`src/rtl/mem_port_arbiter.sv`:
```
// Shares one memory bus port between instruction fetch and the load/store path.
// Data requests win ties; fetch is forced through after STARVE_LIMIT consecutive losses.
module mem_port_arbiter #(
  parameter int DATA_WIDTH   = 32,
  parameter int ADDR_WIDTH   = 32,
  parameter int STARVE_LIMIT = 4
) (
  input  logic                    clk,
  input  logic                    rst_n,
  input  logic                    i_req,
  input  logic [ADDR_WIDTH-1:0]   i_addr,
  output logic                    i_ready,
  output logic [DATA_WIDTH-1:0]   i_rdata,
  input  logic                    d_req,
  input  logic                    d_we,
  input  logic [DATA_WIDTH/8-1:0] d_wstrb,
  input  logic [ADDR_WIDTH-1:0]   d_addr,
  input  logic [DATA_WIDTH-1:0]   d_wdata,
  output logic                    d_ready,
  output logic [DATA_WIDTH-1:0]   d_rdata,
  output logic                    bus_req,
  output logic                    bus_we,
  output logic [DATA_WIDTH/8-1:0] bus_wstrb,
  output logic [ADDR_WIDTH-1:0]   bus_addr,
  output logic [DATA_WIDTH-1:0]   bus_wdata,
  input  logic                    bus_gnt,
  input  logic                    bus_rvalid,
  input  logic [DATA_WIDTH-1:0]   bus_rdata,
  output logic                    stall_f,
  output logic                    stall_m
);
  localparam int         STRB_WIDTH = DATA_WIDTH / 8;
  localparam logic [3:0] STARVE_MAX = 4'(STARVE_LIMIT);

  typedef enum logic [1:0] {S_IDLE, S_ADDR, S_RESP, S_DONE} state_t;

  state_t                  r_state;
  state_t                  w_state_next;
  logic                    r_owner_d;   // 0 = fetch owns the bus, 1 = data
  logic                    w_grant;
  logic                    w_grant_d;
  logic [3:0]              r_starve_cnt;
  logic [3:0]              w_starve_next;
  logic                    r_bus_we;
  logic [STRB_WIDTH-1:0]   r_bus_wstrb;
  logic [ADDR_WIDTH-1:0]   r_bus_addr;
  logic [DATA_WIDTH-1:0]   r_bus_wdata;
  logic [DATA_WIDTH-1:0]   r_i_rdata;
  logic [DATA_WIDTH-1:0]   r_d_rdata;

  always_comb begin
    w_state_next  = r_state;
    w_grant       = 1'b0;
    w_grant_d     = 1'b0;
    w_starve_next = r_starve_cnt;
    case (r_state)
      S_IDLE: begin
        w_grant = i_req | d_req;
        if (i_req && d_req && (r_starve_cnt != STARVE_MAX)) begin
          w_grant_d     = 1'b1;
          w_starve_next = (r_starve_cnt < STARVE_MAX) ? r_starve_cnt + 4'd1 : STARVE_MAX;
        end else begin
          w_grant_d     = d_req & ~i_req;
          w_starve_next = 4'd0;
        end
        if (w_grant) w_state_next = S_ADDR;
      end
      S_ADDR:  if (bus_gnt) w_state_next = S_RESP;
      S_RESP:  if (bus_rvalid) w_state_next = S_DONE;
      S_DONE:  w_state_next = S_IDLE;
      default: w_state_next = S_IDLE;
    endcase
  end

  always_ff @(posedge clk or negedge rst_n) begin
    if (!rst_n) begin
      r_state      <= S_IDLE;
      r_starve_cnt <= 4'd0;
      r_owner_d    <= 1'b0;
    end else begin
      r_state      <= w_state_next;
      r_starve_cnt <= w_starve_next;
      if (w_grant) r_owner_d <= w_grant_d;
    end
  end

  // Command is captured once at grant and held steady for the whole address phase.
  always_ff @(posedge clk or negedge rst_n) begin
    if (!rst_n) begin
      r_bus_we    <= 1'b0;
      r_bus_wstrb <= '0;
      r_bus_addr  <= '0;
      r_bus_wdata <= '0;
    end else if (w_grant) begin
      if (w_grant_d) begin
        r_bus_we    <= d_we;
        r_bus_wstrb <= d_wstrb;
        r_bus_addr  <= d_addr;
        r_bus_wdata <= d_wdata;
      end else begin
        r_bus_we    <= 1'b0;
        r_bus_wstrb <= '0;
        r_bus_addr  <= i_addr;
        r_bus_wdata <= '0;
      end
    end
  end

  always_ff @(posedge clk or negedge rst_n) begin
    if (!rst_n) begin
      r_i_rdata <= '0;
      r_d_rdata <= '0;
    end else if ((r_state == S_RESP) && bus_rvalid) begin
      if (r_owner_d) r_d_rdata <= bus_rdata;
      else           r_i_rdata <= bus_rdata;
    end
  end

  assign bus_req   = (r_state == S_ADDR);
  assign bus_we    = r_bus_we;
  assign bus_wstrb = r_bus_wstrb;
  assign bus_addr  = r_bus_addr;
  assign bus_wdata = r_bus_wdata;
  assign i_ready   = (r_state == S_DONE) & ~r_owner_d;
  assign d_ready   = (r_state == S_DONE) & r_owner_d;
  assign i_rdata   = r_i_rdata;
  assign d_rdata   = r_d_rdata;
  assign stall_f   = i_req & ~i_ready;
  assign stall_m   = d_req & ~d_ready;

endmodule

```
`config.mk`:
```
export PLATFORM = sky130hd
export DESIGN_NAME = mem_port_arbiter
export DESIGN_NICKNAME = d
export VERILOG_FILES = /design/src/rtl/mem_port_arbiter.sv
export SDC_FILE = /design/constraint.sdc
export NUM_CORES = 1
export LEC_CHECK = 0
export BUFFER_PORTS_ARGS = -buffer_cell sky130_fd_sc_hd__buf_2
export CORE_MARGIN = 2
export CORE_UTILIZATION = 47
export CTS_CLUSTER_SIZE = 24
export DETAILED_ROUTE_END_ITERATION = 10
export GPL_TIMING_DRIVEN = 1
export PLACE_DENSITY = 0.92
export SETUP_SLACK_MARGIN = 0.05
export SYNTH_ARGS = -nofsm -noshare
export SYNTH_HDL_FRONTEND = slang
export SYNTH_SLANG_ARGS = --single-unit
```
`constraint.sdc`:
```
create_clock -name clk -period 2 [get_ports clk]
set_input_delay 0.3 -clock clk [delete_from_list [all_inputs] [get_ports clk]]
set_output_delay 0.3 -clock clk [all_outputs]
set_load 0.005 [all_outputs]
```
==> results of run 1 <==
-- flip-flops by register name, indices dropped and copies added (netlist names) --
name,count
r_owner_d,1
bus_we,1
bus_wdata,32
i_rdata,32
bus_wstrb,4
bus_addr,32
r_state,2
d_rdata,32
r_starve_cnt,4
-- layout make-up --
type / instances / area [um2]
clock buffers: 20 / 467
fillers: 908 / 3920
well taps: 168 / 210
diodes: 2 / 5.00
repair buffers: 290 / 1570
multi-input cells: 230 / 2080
clock inverters: 12 / 208
flip-flops and latches: 140 / 3500
inverters: 41 / 154
-- metrics by stage --
step	util, %	area (um2)
finish	67.7	8200
global route	67.6	8190
CTS	67.6	8180
detailed placement	61.9	7500
global placement	61.9	7500
floorplan	-	5880
-- worst register-to-register path: cells and delay by family, from the launching register on --
family | cells | cell delay, ps
AO/OA/AOI/OAI | 1 | 270
buffers and inverters | 1 | 50
AND/OR/NAND/NOR | 2 | 920
flip-flops | 1 | 370
adder cells (fa/ha/maj) | 1 | 170
-- synth_stat cells (2+ instances only) --
cell type / instances
sky130_fd_sc_hd__dfrtp_1: 140
sky130_fd_sc_hd__mux2_2: 66
sky130_fd_sc_hd__inv_1: 41
sky130_fd_sc_hd__a22o_1: 39
sky130_fd_sc_hd__o211ai_1: 35
sky130_fd_sc_hd__nand2_1: 33
sky130_fd_sc_hd__o211ai_2: 29
sky130_fd_sc_hd__clkbuf_1: 14
sky130_fd_sc_hd__buf_2: 12
sky130_fd_sc_hd__ha_1: 7
sky130_fd_sc_hd__buf_6: 4
sky130_fd_sc_hd__nor2b_1: 4
sky130_fd_sc_hd__nand3_1: 3
sky130_fd_sc_hd__o21ai_0: 2
-- metal layers --
metal	GRT usage, %	vias to the layer above	wire length (um)
li1	-	2152	-
met4	10.6	0	421
met2	38.7	207	7640
met1	26.7	2313	5840
met5	0	-	0
met3	7.58	31	1220
-- where the power goes --
group	internal (W)	switching [W]
clock	0.00233	0.00120
combinational	0.00257	0.00221
sequential	0.00420	0.000715
-- path summary, 6_finish.rpt --
kind	slack, ps	to	cells after the start	start
worst min register to register	500	bus_addr[27]$_DFFE_PN0P_	2	bus_addr[27]$_DFFE_PN0P_
worst min-delay path	100	bus_wdata[2]$_DFFE_PN0P_	2	d_wdata[2]
worst max register to register	160	bus_wdata[1]$_DFFE_PN0P_	5	r_starve_cnt[1]$_DFFE_PN0P_
worst max-delay path	160	bus_wdata[1]$_DFFE_PN0P_	5	r_starve_cnt[1]$_DFFE_PN0P_
max in group asynchronous	910	bus_wstrb[3]$_DFFE_PN0P_	3	rst_n
min in group asynchronous	420	d_rdata[22]$_DFFE_PN0P_	2	rst_n
-- repair_timing --
item	in CTS	in global routing
setup buffers	0	0
hold buffers	1	0
hold endpoints to repair	48	0
endpoints found under the setup margin	0	58
gates resized for setup	0	5
-- logic make-up after synthesis --
kind of cell | after synthesis | share of synthesized area, %
and+or+nand+nor | 46 | 3.51
buffers and inverters | 72 | 5.36
DFF | 140 | 59.6
AOI/OAI and AO/OA | 111 | 17.4
muxes | 66 | 12.6
adders and majority gates | 7 | 1.49
==> impl_metrics.py, run 1 <==
metrics = {
    "critical_path": {
        "cp_num_buf_inv": 1,
        "worstSetupPathType": "flop to flop",
        "critPathSlowestCell": "sky130_fd_sc_hd__nor2_4",
        "critical_path.max_fanout": 37,
        "worstSetupStartpointType": "flop",
        "worst-endpoint-arrival_ps": 2180,
        "cp_top_delay_family": "simple AND/OR/NAND/NOR gates",
        "cell_breakdown_of_the_critical_path": "inv_1 -> ha_2 -> and4b_2 -> nor2_4 -> a22o_1",
        "cp_slowest_stage_delay_ps": 630,
        "critical_path.endpoint_type": "flop",
        "crit_required_ps": 2340,
    },
    "synthesis": {
        "async_set_or_reset_flop_fraction_in_the_synthesized_netlist_pct": 100,
        "synth.top_cells.by_area": "sky130_fd_sc_hd__dfrtp_1 (60%), sky130_fd_sc_hd__mux2_2 (13%), sky130_fd_sc_hd__o211ai_2 (6.2%)",
        "synth_sequential_area_ratio_pct": 59.6,
        "postSynth.topFlopCell": "sky130_fd_sc_hd__dfrtp_1",
        "synth_seq_cells": 140,
        "syn_nets": 588,
        "number_of_synthesized_flops_with_an_enable_pin": 0,
        "synth_top_cell_by_area": "sky130_fd_sc_hd__dfrtp_1",
        "mappedNetlistArea_um2": 5880,
        "netlist-cell-type-count": 27,
        "synthesis.yosys.warnings": 0,
        "post_synth_inst_count": 442,
        "synth.avg_cell_area_um2": 13.3,
        "synth_top_cell_area_share_pct": 59.6,
    },
    "clock_network": {
        "cts_made_buffers": 17,
        "cts.sink_count": 140,
        "root_buffer": "sky130_fd_sc_hd__clkbuf_16",
        "tritoncts": "done",
        "clock_latency_ps": 410,
        "clk_pin_slew_ps": 60,
        "max-clock-path-buffers": 2,
        "cts.htree.levels": 4,
    },
    "global_route": {
        "grt_antenna_before_repair": 1,
        "grt_first_pass_wirelength_um": 23500,
        "via_count_of_the_first_global_routing_pass": 4712,
        "grt_start_max_net_pins": 67,
        "globalRouteTotalUtil_pct": 23.0,
        "grt.overflow.total": 0,
    },
    "floorplanning": {
        "rows": 40,
        "ioPinCount": 277,
        "die-area_um2": 13400,
        "die_width_um": 116,
        "die_height_um": 116,
        "initial_utilization_pct": 48.5,
        "core_um2": 12100,
    },
    "timing": {
        "hold_viol": 0,
        "worst_slew_pin_slew_ps": 800,
        "hold_ws_ps": 103,
        "timing_max_transition_violations_final": 0,
        "setup-tns-final_ps": 0,
        "setup-violations-final": 0,
        "clock.fmax_ghz": 0.543,
        "post-route-min-period_ps": 1840,
        "layout_setup_ws_ps": 159,
        "final_cycle_share_pct": 92.0,
        "skew_ps": 6.83,
        "rsz_0062_raised_after_global_routing": "true",
        "maxSlewHeadroom_pct": 46.5,
    },
    "detailed_routing": {
        "postRouteAntennaNets": 0,
        "drc": 0,
        "avgViaCountPerCell": 5.21,
        "drt-pass1-iter-count": 4,
        "starting_drt_drc_count": 161,
        "avgRoutedWirePerCell_um": 16.7,
        "drt-total-wl_um": 15100,
        "detailroute.via_count": 4703,
    },
    "cells_and_area": {
        "layout.cells.non_filler": 903,
        "fin_nets": 866,
        "mostFrequentLayoutCell": "sky130_fd_sc_hd__buf_2",
        "post_route_cells_drive_above_1_share_pct": 57.8,
        "most-common-layout-cells": "sky130_fd_sc_hd__buf_2 (275), sky130_fd_sc_hd__dfrtp_1 (140), sky130_fd_sc_hd__mux2_2 (66), sky130_fd_sc_hd__inv_1 (39), sky130_fd_sc_hd__a22o_1 (39)",
        "syn_to_final_growth_pct": 39.4,
    },
    "placement": {
        "hpwlAfterDp_um": 11000,
        "place.detailed.instances": 868,
        "place_congestion": 0.793,
        "pre_cts_slack_ps": 113,
        "numPortBuffers": 276,
    },
    "pwr": {
        "total_power_w": 0.0132,
        "vdd.ir_drop.worst_uv": 689,
        "power.static_leakage_nw": 4.28,
        "power.density_cell_area_nw_per_um2": 1610,
    },
    "run_status": {
        "status": "finished, final reports clean",
    },
    "hold_path": {
        "hp-class": "primary input to flop",
    },
    "job": {
        "drv.max_cap_violation_count": 0,
    },
}
(Power assumes the default switching activity.)
==> run 2, diff against run 1 <==
==> config.mk (replaced) <==
export PLATFORM = sky130hd
export DESIGN_NAME = mem_port_arbiter
export DESIGN_NICKNAME = d
export VERILOG_FILES = /design/src/rtl/mem_port_arbiter.sv
export SDC_FILE = /design/constraint.sdc
export NUM_CORES = 1
export LEC_CHECK = 0
export CORE_AREA = 2 2 106 108
export CTS_CLUSTER_SIZE = 24
export DETAILED_ROUTE_END_ITERATION = 10
export DIE_AREA = 0 0 108 110
export DONT_BUFFER_PORTS = 1
export GPL_TIMING_DRIVEN = 1
export PLACE_DENSITY = 0.81
export REMOVE_ABC_BUFFERS = 1
export SETUP_SLACK_MARGIN = 0.05
export SYNTH_ARGS = -nofsm -noshare
export SYNTH_HDL_FRONTEND = slang
export SYNTH_SLANG_ARGS = --single-unit
export TNS_END_PERCENT = 20
==> run 2 against run 1 <==
  * The flow now stops in clock tree synthesis (4_1_cts)
  * Synthesized cell count stayed put
  * Area after synthesis stayed put
==> impl_metrics.py, run 2 <==
metrics = {
    "synthesis": {
        "synth.top_cells.by_area": "sky130_fd_sc_hd__dfrtp_1 (60%), sky130_fd_sc_hd__mux2_2 (13%), sky130_fd_sc_hd__o211ai_2 (6.2%)",
        "synth_common_cells": "sky130_fd_sc_hd__dfrtp_1 (140), sky130_fd_sc_hd__mux2_2 (66), sky130_fd_sc_hd__inv_1 (41)",
        "netlist-cell-type-count": 27,
        "synth_top_cell_area_share_pct": 59.6,
        "number_of_synthesized_flops_with_an_enable_pin": 0,
        "synth_seq_cells": 140,
        "postSynth.topFlopCell": "sky130_fd_sc_hd__dfrtp_1",
        "synthesis.yosys.warnings": 0,
        "synth.avg_cell_area_um2": 13.3,
        "async_set_or_reset_flop_fraction_in_the_synthesized_netlist_pct": 100,
        "synth_most_common_cell": "sky130_fd_sc_hd__dfrtp_1",
        "post_synth_inst_count": 442,
        "mappedNetlistArea_um2": 5880,
        "synth_top_cell_by_area": "sky130_fd_sc_hd__dfrtp_1",
        "synth_sequential_area_ratio_pct": 59.6,
    },
    "run_status": {
        "firstError": "[ERROR RSZ-0060] Max buffer count reached.",
        "last-stage-reached": "clock tree synthesis (4_1_cts)",
        "status": "did not finish",
    },
    "clock_network": {
        "root_buffer": "sky130_fd_sc_hd__clkbuf_8",
        "max-clock-path-buffers": 2,
        "cts.sink_count": 140,
        "cts_made_buffers": 17,
        "cts_hold_buf": 119,
        "cts.htree.levels": 4,
        "post_cts_resized": 0,
        "cts.repair_timing.setup_buffer_count": 0,
    },
    "placement": {
        "pre_cts_slack_ps": 157,
        "numPortBuffers": 0,
        "place_congestion": 0.753,
        "dpl-instance-area_um2": 6060,
        "hpwlAfterDp_um": 9890,
    },
    "floorplanning": {
        "rows": 38,
        "die_height_um": 110,
        "die_width_um": 108,
        "initial_utilization_pct": 55.0,
        "ioPinCount": 277,
    },
}
-- run 2: through the flow --
step                utilization, %  hold slack (ps)  instances
global placement              56.7             6.61        562
floorplan                        -             4.41        411
detailed placement            56.7             6.01        562
-- run 2: cells by family after synthesis --
| family | synth area share [%] |
|---|---|
| AND/OR/NAND/NOR | 3.51 |
| buffers and inverters | 5.36 |
| AO/OA/AOI/OAI | 17.4 |
| flip-flops | 59.6 |
| adder cells (fa/ha/maj) | 1.49 |
| multiplexers | 12.6 |
==> run 3, diff against run 2 <==
==> config.mk (replaced) <==
export PLATFORM = sky130hd
export DESIGN_NAME = mem_port_arbiter
export DESIGN_NICKNAME = d
export VERILOG_FILES = /design/src/rtl/mem_port_arbiter.sv
export SDC_FILE = /design/constraint.sdc
export NUM_CORES = 1
export LEC_CHECK = 0
export CORE_MARGIN = 2
export CORE_UTILIZATION = 40
export DETAILED_ROUTE_END_ITERATION = 10
export DONT_BUFFER_PORTS = 1
export GPL_TIMING_DRIVEN = 1
export PLACE_DENSITY_LB_ADDON = 0.15
export REMOVE_ABC_BUFFERS = 1
export SYNTH_ARGS = -nofsm -noshare
export SYNTH_HDL_FRONTEND = slang
export SYNTH_SLANG_ARGS = --single-unit
export TNS_END_PERCENT = 20
==> run 3 against run 2 <==
  * The flow now finishes, with violations (negative hold slack)
==> impl_metrics.py, run 3 (synthesized netlist as in run 1, its figures left out) <==
metrics = {
    "floorplanning": {
        "die_height_um": 125,
        "ioPinCount": 277,
        "rows": 44,
        "die_width_um": 125,
        "die-area_um2": 15700,
        "initial_utilization_pct": 40.8,
        "core_um2": 14400,
    },
    "timing": {
        "skew_ps": 10.1,
        "hold_ws_ps": -423,
        "hold_viol": 140,
        "post-route-min-period_ps": 1890,
        "final_cycle_share_pct": 94.4,
        "timing_max_transition_violations_final": 0,
        "setup-violations-final": 0,
        "rsz_0062_raised_after_global_routing": "false",
        "maxSlewHeadroom_pct": 42.8,
        "worst_slew_pin_slew_ps": 856,
        "clock.fmax_ghz": 0.530,
        "setup-tns-final_ps": 0,
    },
    "clock_network": {
        "cts_made_buffers": 17,
        "root_buffer": "sky130_fd_sc_hd__clkbuf_16",
        "cts.htree.levels": 4,
        "clock_latency_ps": 420,
        "clk_pin_slew_ps": 60,
        "cts.sink_count": 140,
        "tritoncts": "done",
        "max-clock-path-buffers": 2,
        "post_cts_resized": 0,
        "cts.repair_timing.setup_buffer_count": 0,
    },
    "pwr": {
        "power.static_leakage_nw": 3.11,
        "vdd.ir_drop.worst_uv": 643,
        "power.density_cell_area_nw_per_um2": 1720,
    },
    "detailed_routing": {
        "drt-pass1-iter-count": 4,
        "detailroute.via_count": 3588,
        "avgViaCountPerCell": 5.62,
        "avgRoutedWirePerCell_um": 21.5,
        "drc": 0,
        "starting_drt_drc_count": 128,
        "postRouteAntennaNets": 0,
        "drt-total-wl_um": 13700,
    },
    "cells_and_area": {
        "multiInputGateArea_um2": 2070,
        "final.fill_count": 1329,
        "post_route_cells_drive_above_1_share_pct": 30.3,
        "fin_area_um2": 6730,
        "most-common-layout-cells": "sky130_fd_sc_hd__dfrtp_1 (140), sky130_fd_sc_hd__mux2_2 (66), sky130_fd_sc_hd__inv_1 (41), sky130_fd_sc_hd__a22o_1 (39), sky130_fd_sc_hd__o211ai_1 (35)",
        "fin_nets": 589,
        "antennaDiodeCount": 0,
        "final-seq-area_um2": 3500,
        "syn_to_final_growth_pct": 14.5,
        "mostFrequentLayoutCell": "sky130_fd_sc_hd__dfrtp_1",
    },
    "hold_path": {
        "hp-class": "primary input to async pin",
    },
    "critical_path": {
        "critPathSlowestCell": "sky130_fd_sc_hd__nor2_4",
        "cell_breakdown_of_the_critical_path": "inv_1 -> ha_1 -> and4b_1 -> nor2_4 -> a22o_1",
        "cp_slowest_stage_delay_ps": 680,
        "critical_path.endpoint_type": "flop",
        "worstSetupPathType": "flop to flop",
        "cp_num_buf_inv": 1,
        "cp_top_delay_family": "simple AND/OR/NAND/NOR gates",
        "worstSetupStartpointType": "flop",
        "worst-endpoint-arrival_ps": 2230,
        "crit_required_ps": 2340,
        "worstSetupPathDepth": 5,
        "critical_path.max_fanout": 37,
        "r2r.worst_path.cells": 5,
    },
    "placement": {
        "hpwlAfterDp_um": 9330,
        "place_congestion": 0.736,
        "numPortBuffers": 0,
        "dpl-instance-area_um2": 6080,
    },
    "global_route": {
        "via_count_of_the_first_global_routing_pass": 3918,
        "grt_first_pass_wirelength_um": 21900,
        "grt.overflow.total": 0,
        "grt_antenna_before_repair": 0,
        "grt_start_max_net_pins": 141,
        "globalRouteTotalUtil_pct": 18.0,
    },
    "run_status": {
        "status": "finished, violations left",
        "violations": "negative hold slack",
    },
    "job": {
        "drv.max_cap_violation_count": 0,
    },
}
-- run 3: what timing repair did --
action	4_1_cts	5_1_grt
hold buffers	2	1
endpoints found under the setup margin	0	6
endpoints found under the hold margin	142	141
-- run 3: layout make-up --
class	count	area share [%]
clock inverters	9	1.99
well taps	184	3.42
flip-flops and latches	140	52.0
clock buffers	22	7.19
repair buffers	13	2.30
inverters	41	2.29
multi-input cells	230	30.8
-- run 3: worst paths after layout --
path / startpoint / to / slack [ps]
worst max-delay path: r_starve_cnt[0]$_DFFE_PN0P_ / bus_wdata[6]$_DFFE_PN0P_ / 110
worst max register to register: r_starve_cnt[0]$_DFFE_PN0P_ / bus_wdata[6]$_DFFE_PN0P_ / 110
min in group clk: d_wdata[29] / bus_wdata[29]$_DFFE_PN0P_ / 20
worst min-delay path: rst_n / bus_addr[0]$_DFFE_PN0P_ / -420
max in group asynchronous: rst_n / d_rdata[1]$_DFFE_PN0P_ / 2050
worst min register to register: i_rdata[28]$_DFFE_PN0P_ / i_rdata[28]$_DFFE_PN0P_ / 530
-- run 3: per-layer routing --
metal	track usage (%)	share of wire [%]	vias to the layer above
met4	8.95	3.3	0
li1	-	-	1583
met2	30.1	51	163
met1	20.3	38	1811
met5	0	0	-
met3	6.72	8.0	31
-- run 3: power breakdown --
| part | leakage, nW | internal, W | switching (W) | total [W] |
|---|---|---|---|---|
| Combinational | 1.09 | 0.00161 | 0.00138 | 0.00299 |
| Sequential | 1.71 | 0.00421 | 0.00114 | 0.00535 |
| Clock | 0.303 | 0.00209 | 0.00117 | 0.00326 |
-- run 3: per-stage QoR --
stage / utilization (%) / total power (W) / worst slack (ps) / cells / hold slack [ps]
after floorplan: - / 0.00740 / -1010 / 411 / 4.41
after global placement: 42.2 / 0.00831 / 213 / 605 / 8.27
after detailed placement: 42.2 / 0.00845 / 130 / 605 / 8.11
after CTS: 46.6 / 0.0118 / 123 / 638 / -445
after global routing: 46.7 / 0.0123 / 1.90 / 639 / -453
final: 46.7 / 0.0116 / 112 / 639 / -423
==> run 4, diff against run 3 <==
--- a/config.mk
+++ b/config.mk
@@ -5,11 +5,13 @@
 export SDC_FILE = /design/constraint.sdc
 export NUM_CORES = 1
 export LEC_CHECK = 0
+export ABC_AREA = 1
 export CORE_MARGIN = 2
 export CORE_UTILIZATION = 40
 export DETAILED_ROUTE_END_ITERATION = 10
 export DONT_BUFFER_PORTS = 1
 export GPL_TIMING_DRIVEN = 1
+export HOLD_SLACK_MARGIN = 0.12
 export PLACE_DENSITY_LB_ADDON = 0.15
 export REMOVE_ABC_BUFFERS = 1
 export SYNTH_ARGS = -nofsm -noshare
==> constraint.sdc (replaced) <==
create_clock -name clk -period 2 [get_ports clk]
set_input_delay 0.3 -clock clk [delete_from_list [all_inputs] [get_ports clk]]
set_output_delay 0.3 -clock clk [all_outputs]
set_load 0.05 [all_outputs]
==> run 4 against run 3 <==
  * The flow still finishes with violations (negative hold slack)
  * Core utilization grew 7.9 points
  * Synthesized cell count grew 65%
  * Flip-flop and latch count is the same
  * Worst setup slack gained 120 ps
  * Critical endpoint is now stall_m
  * Largest cell class unchanged
  * Largest power group unchanged
==> impl_metrics.py, run 4 <==
metrics = {
    "pwr": {
        "power.density_cell_area_nw_per_um2": 1960,
        "vdd.ir_drop.worst_uv": 965,
        "comb_power_share_pct": 19.1,
        "seq_power_share_pct": 62.3,
        "power_switching_w": 0.00863,
        "sw_frac_of_total_pct": 55.2,
        "clockPowerShare_pct": 18.6,
        "power_report.internal_total_w": 0.00700,
        "power.static_leakage_nw": 4.26,
    },
    "synthesis": {
        "synth_common_cells": "sky130_fd_sc_hd__nand2_1 (244), sky130_fd_sc_hd__dfrtp_1 (140), sky130_fd_sc_hd__inv_1 (110)",
        "synth.top_cells.by_area": "sky130_fd_sc_hd__dfrtp_1 (58%), sky130_fd_sc_hd__nand2_1 (15%), sky130_fd_sc_hd__nand3_1 (8.7%)",
        "synth_top_cell_by_area": "sky130_fd_sc_hd__dfrtp_1",
        "postSynth.topFlopCell": "sky130_fd_sc_hd__dfrtp_1",
        "synth_sequential_area_ratio_pct": 57.9,
        "post_synth_inst_count": 729,
        "synth_top_cell_area_share_pct": 57.9,
        "netlist-cell-type-count": 16,
        "synth_most_common_cell": "sky130_fd_sc_hd__nand2_1",
        "synthesis.yosys.warnings": 0,
        "synth_seq_cells": 140,
        "number_of_synthesized_flops_with_an_enable_pin": 0,
        "synth.avg_cell_area_um2": 8.29,
        "mappedNetlistArea_um2": 6050,
        "async_set_or_reset_flop_fraction_in_the_synthesized_netlist_pct": 100,
    },
    "cells_and_area": {
        "layout.core_utilization_pct": 54.5,
        "layout.cells.non_filler": 1035,
        "mostFrequentLayoutCell": "sky130_fd_sc_hd__nand2_1",
        "post_route_cells_drive_above_1_share_pct": 6.23,
        "syn_to_final_growth_pct": 32.1,
        "most-common-layout-cells": "sky130_fd_sc_hd__nand2_1 (244), sky130_fd_sc_hd__dfrtp_1 (140), sky130_fd_sc_hd__dlygate4sd3_1 (113), sky130_fd_sc_hd__inv_1 (110), sky130_fd_sc_hd__nand3_1 (103)",
        "fin_nets": 984,
        "antennaDiodeCount": 0,
    },
    "clock_network": {
        "cts_hold_buf": 113,
        "tritoncts": "done",
        "post_cts_resized": 0,
        "cts.repair_timing.setup_buffer_count": 0,
        "root_buffer": "sky130_fd_sc_hd__clkbuf_16",
        "max-clock-path-buffers": 2,
        "clk_pin_slew_ps": 60,
        "clock_latency_ps": 410,
        "cts.sink_count": 140,
        "cts.htree.levels": 4,
        "cts_made_buffers": 17,
    },
    "critical_path": {
        "crit_required_ps": 1700,
        "worstSetupPathType": "flop to output port",
        "cp_num_buf_inv": 2,
        "worst_r2r_end": "i_rdata[12]$_DFFE_PN0P_",
        "critical_path.endpoint_type": "output port",
        "critPathSlowestCell": "sky130_fd_sc_hd__dfrtp_1",
        "r2r.worst_path.cells": 6,
        "cp_slowest_stage_delay_ps": 410,
        "worst_r2r_startpoint": "r_state[0]$_DFFE_PN0P_",
        "critical_path.max_fanout": 4,
        "worst-r2r-setup-slack_ps": 260,
        "worstSetupStartpointType": "flop",
        "cp_top_delay_family": "flip-flops",
        "cell_breakdown_of_the_critical_path": "ha_1 -> nand2_1 -> inv_1 -> nor2_1 -> buf_4",
        "worst-endpoint-arrival_ps": 1470,
    },
    "floorplanning": {
        "die_width_um": 127,
        "die_height_um": 127,
        "core_um2": 14600,
        "ioPinCount": 277,
        "rows": 44,
        "initial_utilization_pct": 41.3,
        "die-area_um2": 16100,
    },
    "timing": {
        "rsz_0062_raised_after_global_routing": "false",
        "hold_ws_ps": -417,
        "hold_viol": 140,
        "maxSlewHeadroom_pct": 62.9,
        "clock.fmax_ghz": 0.565,
        "final_cycle_share_pct": 88.5,
        "setup-violations-final": 0,
        "post-route-min-period_ps": 1770,
        "timing_max_transition_violations_final": 0,
        "worst_slew_pin_slew_ps": 556,
        "skew_ps": 8.22,
    },
    "detailed_routing": {
        "starting_drt_drc_count": 260,
        "avgRoutedWirePerCell_um": 16.0,
        "drt-total-wl_um": 16500,
        "avgViaCountPerCell": 4.90,
        "postRouteAntennaNets": 0,
        "detailroute.via_count": 5075,
        "drt-pass1-iter-count": 5,
        "drc": 0,
    },
    "placement": {
        "place_congestion": 0.813,
        "place.detailed.instances": 890,
        "hpwlAfterDp_um": 10500,
        "numPortBuffers": 0,
    },
    "run_status": {
        "status": "finished, violations left",
        "violations": "negative hold slack",
    },
    "global_route": {
        "via_count_of_the_first_global_routing_pass": 5127,
        "grt.overflow.total": 0,
        "grt_antenna_before_repair": 0,
        "grt_first_pass_wirelength_um": 26400,
        "grt_start_max_net_pins": 141,
        "globalRouteTotalUtil_pct": 20.7,
    },
    "job": {
        "drv.max_cap_violation_count": 0,
    },
    "hold_path": {
        "hp-class": "primary input to async pin",
    },
}
==> run 4: cell count changes after synthesis, sizes merged, moves of 3 or more <==
| cell | change |
|---|---|
| a22o | -39 |
| buf | -5 |
| clkbuf | +13 |
| inv | +73 |
| mux2 | -66 |
| nand2 | +211 |
| nand3 | +102 |
| nand4 | +3 |
| nor2 | +4 |
| nor2b | -4 |
| o211ai | -63 |
| o21ai | +65 |
==> run 4: how the worst max path moves through the flow <==
stage | start | to | slack, ps | cells after the start
floorplan | r_starve_cnt[0]$_DFFE_PN0P_ | bus_addr[0]$_DFFE_PN0P_ | -1660 | 7
global placement | r_state[0]$_DFFE_PN0P_ | bus_addr[20]$_DFFE_PN0P_ | 290 | 8
detailed placement | r_state[0]$_DFFE_PN0P_ | i_rdata[29]$_DFFE_PN0P_ | 240 | 6
CTS | r_state[0]$_DFFE_PN0P_ | stall_m | 200 | 5
global route | r_state[0]$_DFFE_PN0P_ | i_rdata[12]$_DFFE_PN0P_ | 60 | 6
finish | r_state[0]$_DFFE_PN0P_ | stall_m | 230 | 5
==> run 4: through the flow <==
| stage | total power, W | setup TNS (ps) | setup WS, ps | area, um2 |
|---|---|---|---|---|
| CTS | 0.0157 | 0 | 203 | 7990 |
| finish | 0.0156 | 0 | 230 | 7990 |
| global placement | 0.0125 | 0 | 292 | 6290 |
| floorplan | 0.0114 | -87120 | -1660 | 5870 |
| detailed placement | 0.0126 | 0 | 238 | 6290 |
| global route | 0.0165 | 0 | 64.1 | 7990 |
==> run 4: power groups by stage <==
stage | clock (W) | combinational [W] | sequential [W]
CTS | 0.00299 | 0.00300 | 0.00975
floorplan | 0 | 0.00207 | 0.00936
global placement | 0 | 0.00268 | 0.00978
global route | 0.00314 | 0.00346 | 0.00987
finish | 0.00291 | 0.00298 | 0.00974
detailed placement | 0 | 0.00282 | 0.00979
==> run 4: final cells by class <==
type	count	area, um2
multi-input cells	436	1950
fillers	1354	6660
repair buffers	129	1310
well taps	184	230
clock buffers	24	502
flip-flops and latches	140	3500
clock inverters	8	57.6
inverters	114	428
==> run 4: cell families after synthesis <==
kind of cell	Yosys count	share of synthesized area, %
AO/OA/AOI/OAI	71	6.12
adder cells (fa/ha/maj)	7	1.45
buffers and inverters	153	9.97
flip-flops	140	57.9
AND/OR/NAND/NOR	358	24.5
==> run 4: metal layers <==
layer  GRT usage, %  vias to the layer above  wire, um
met5              0                        -         0
met4           8.27                        0       484
met2           34.9                      191      8270
li1               -                     2461         -
met1           24.3                     2390      6570
met3           7.13                       33      1200
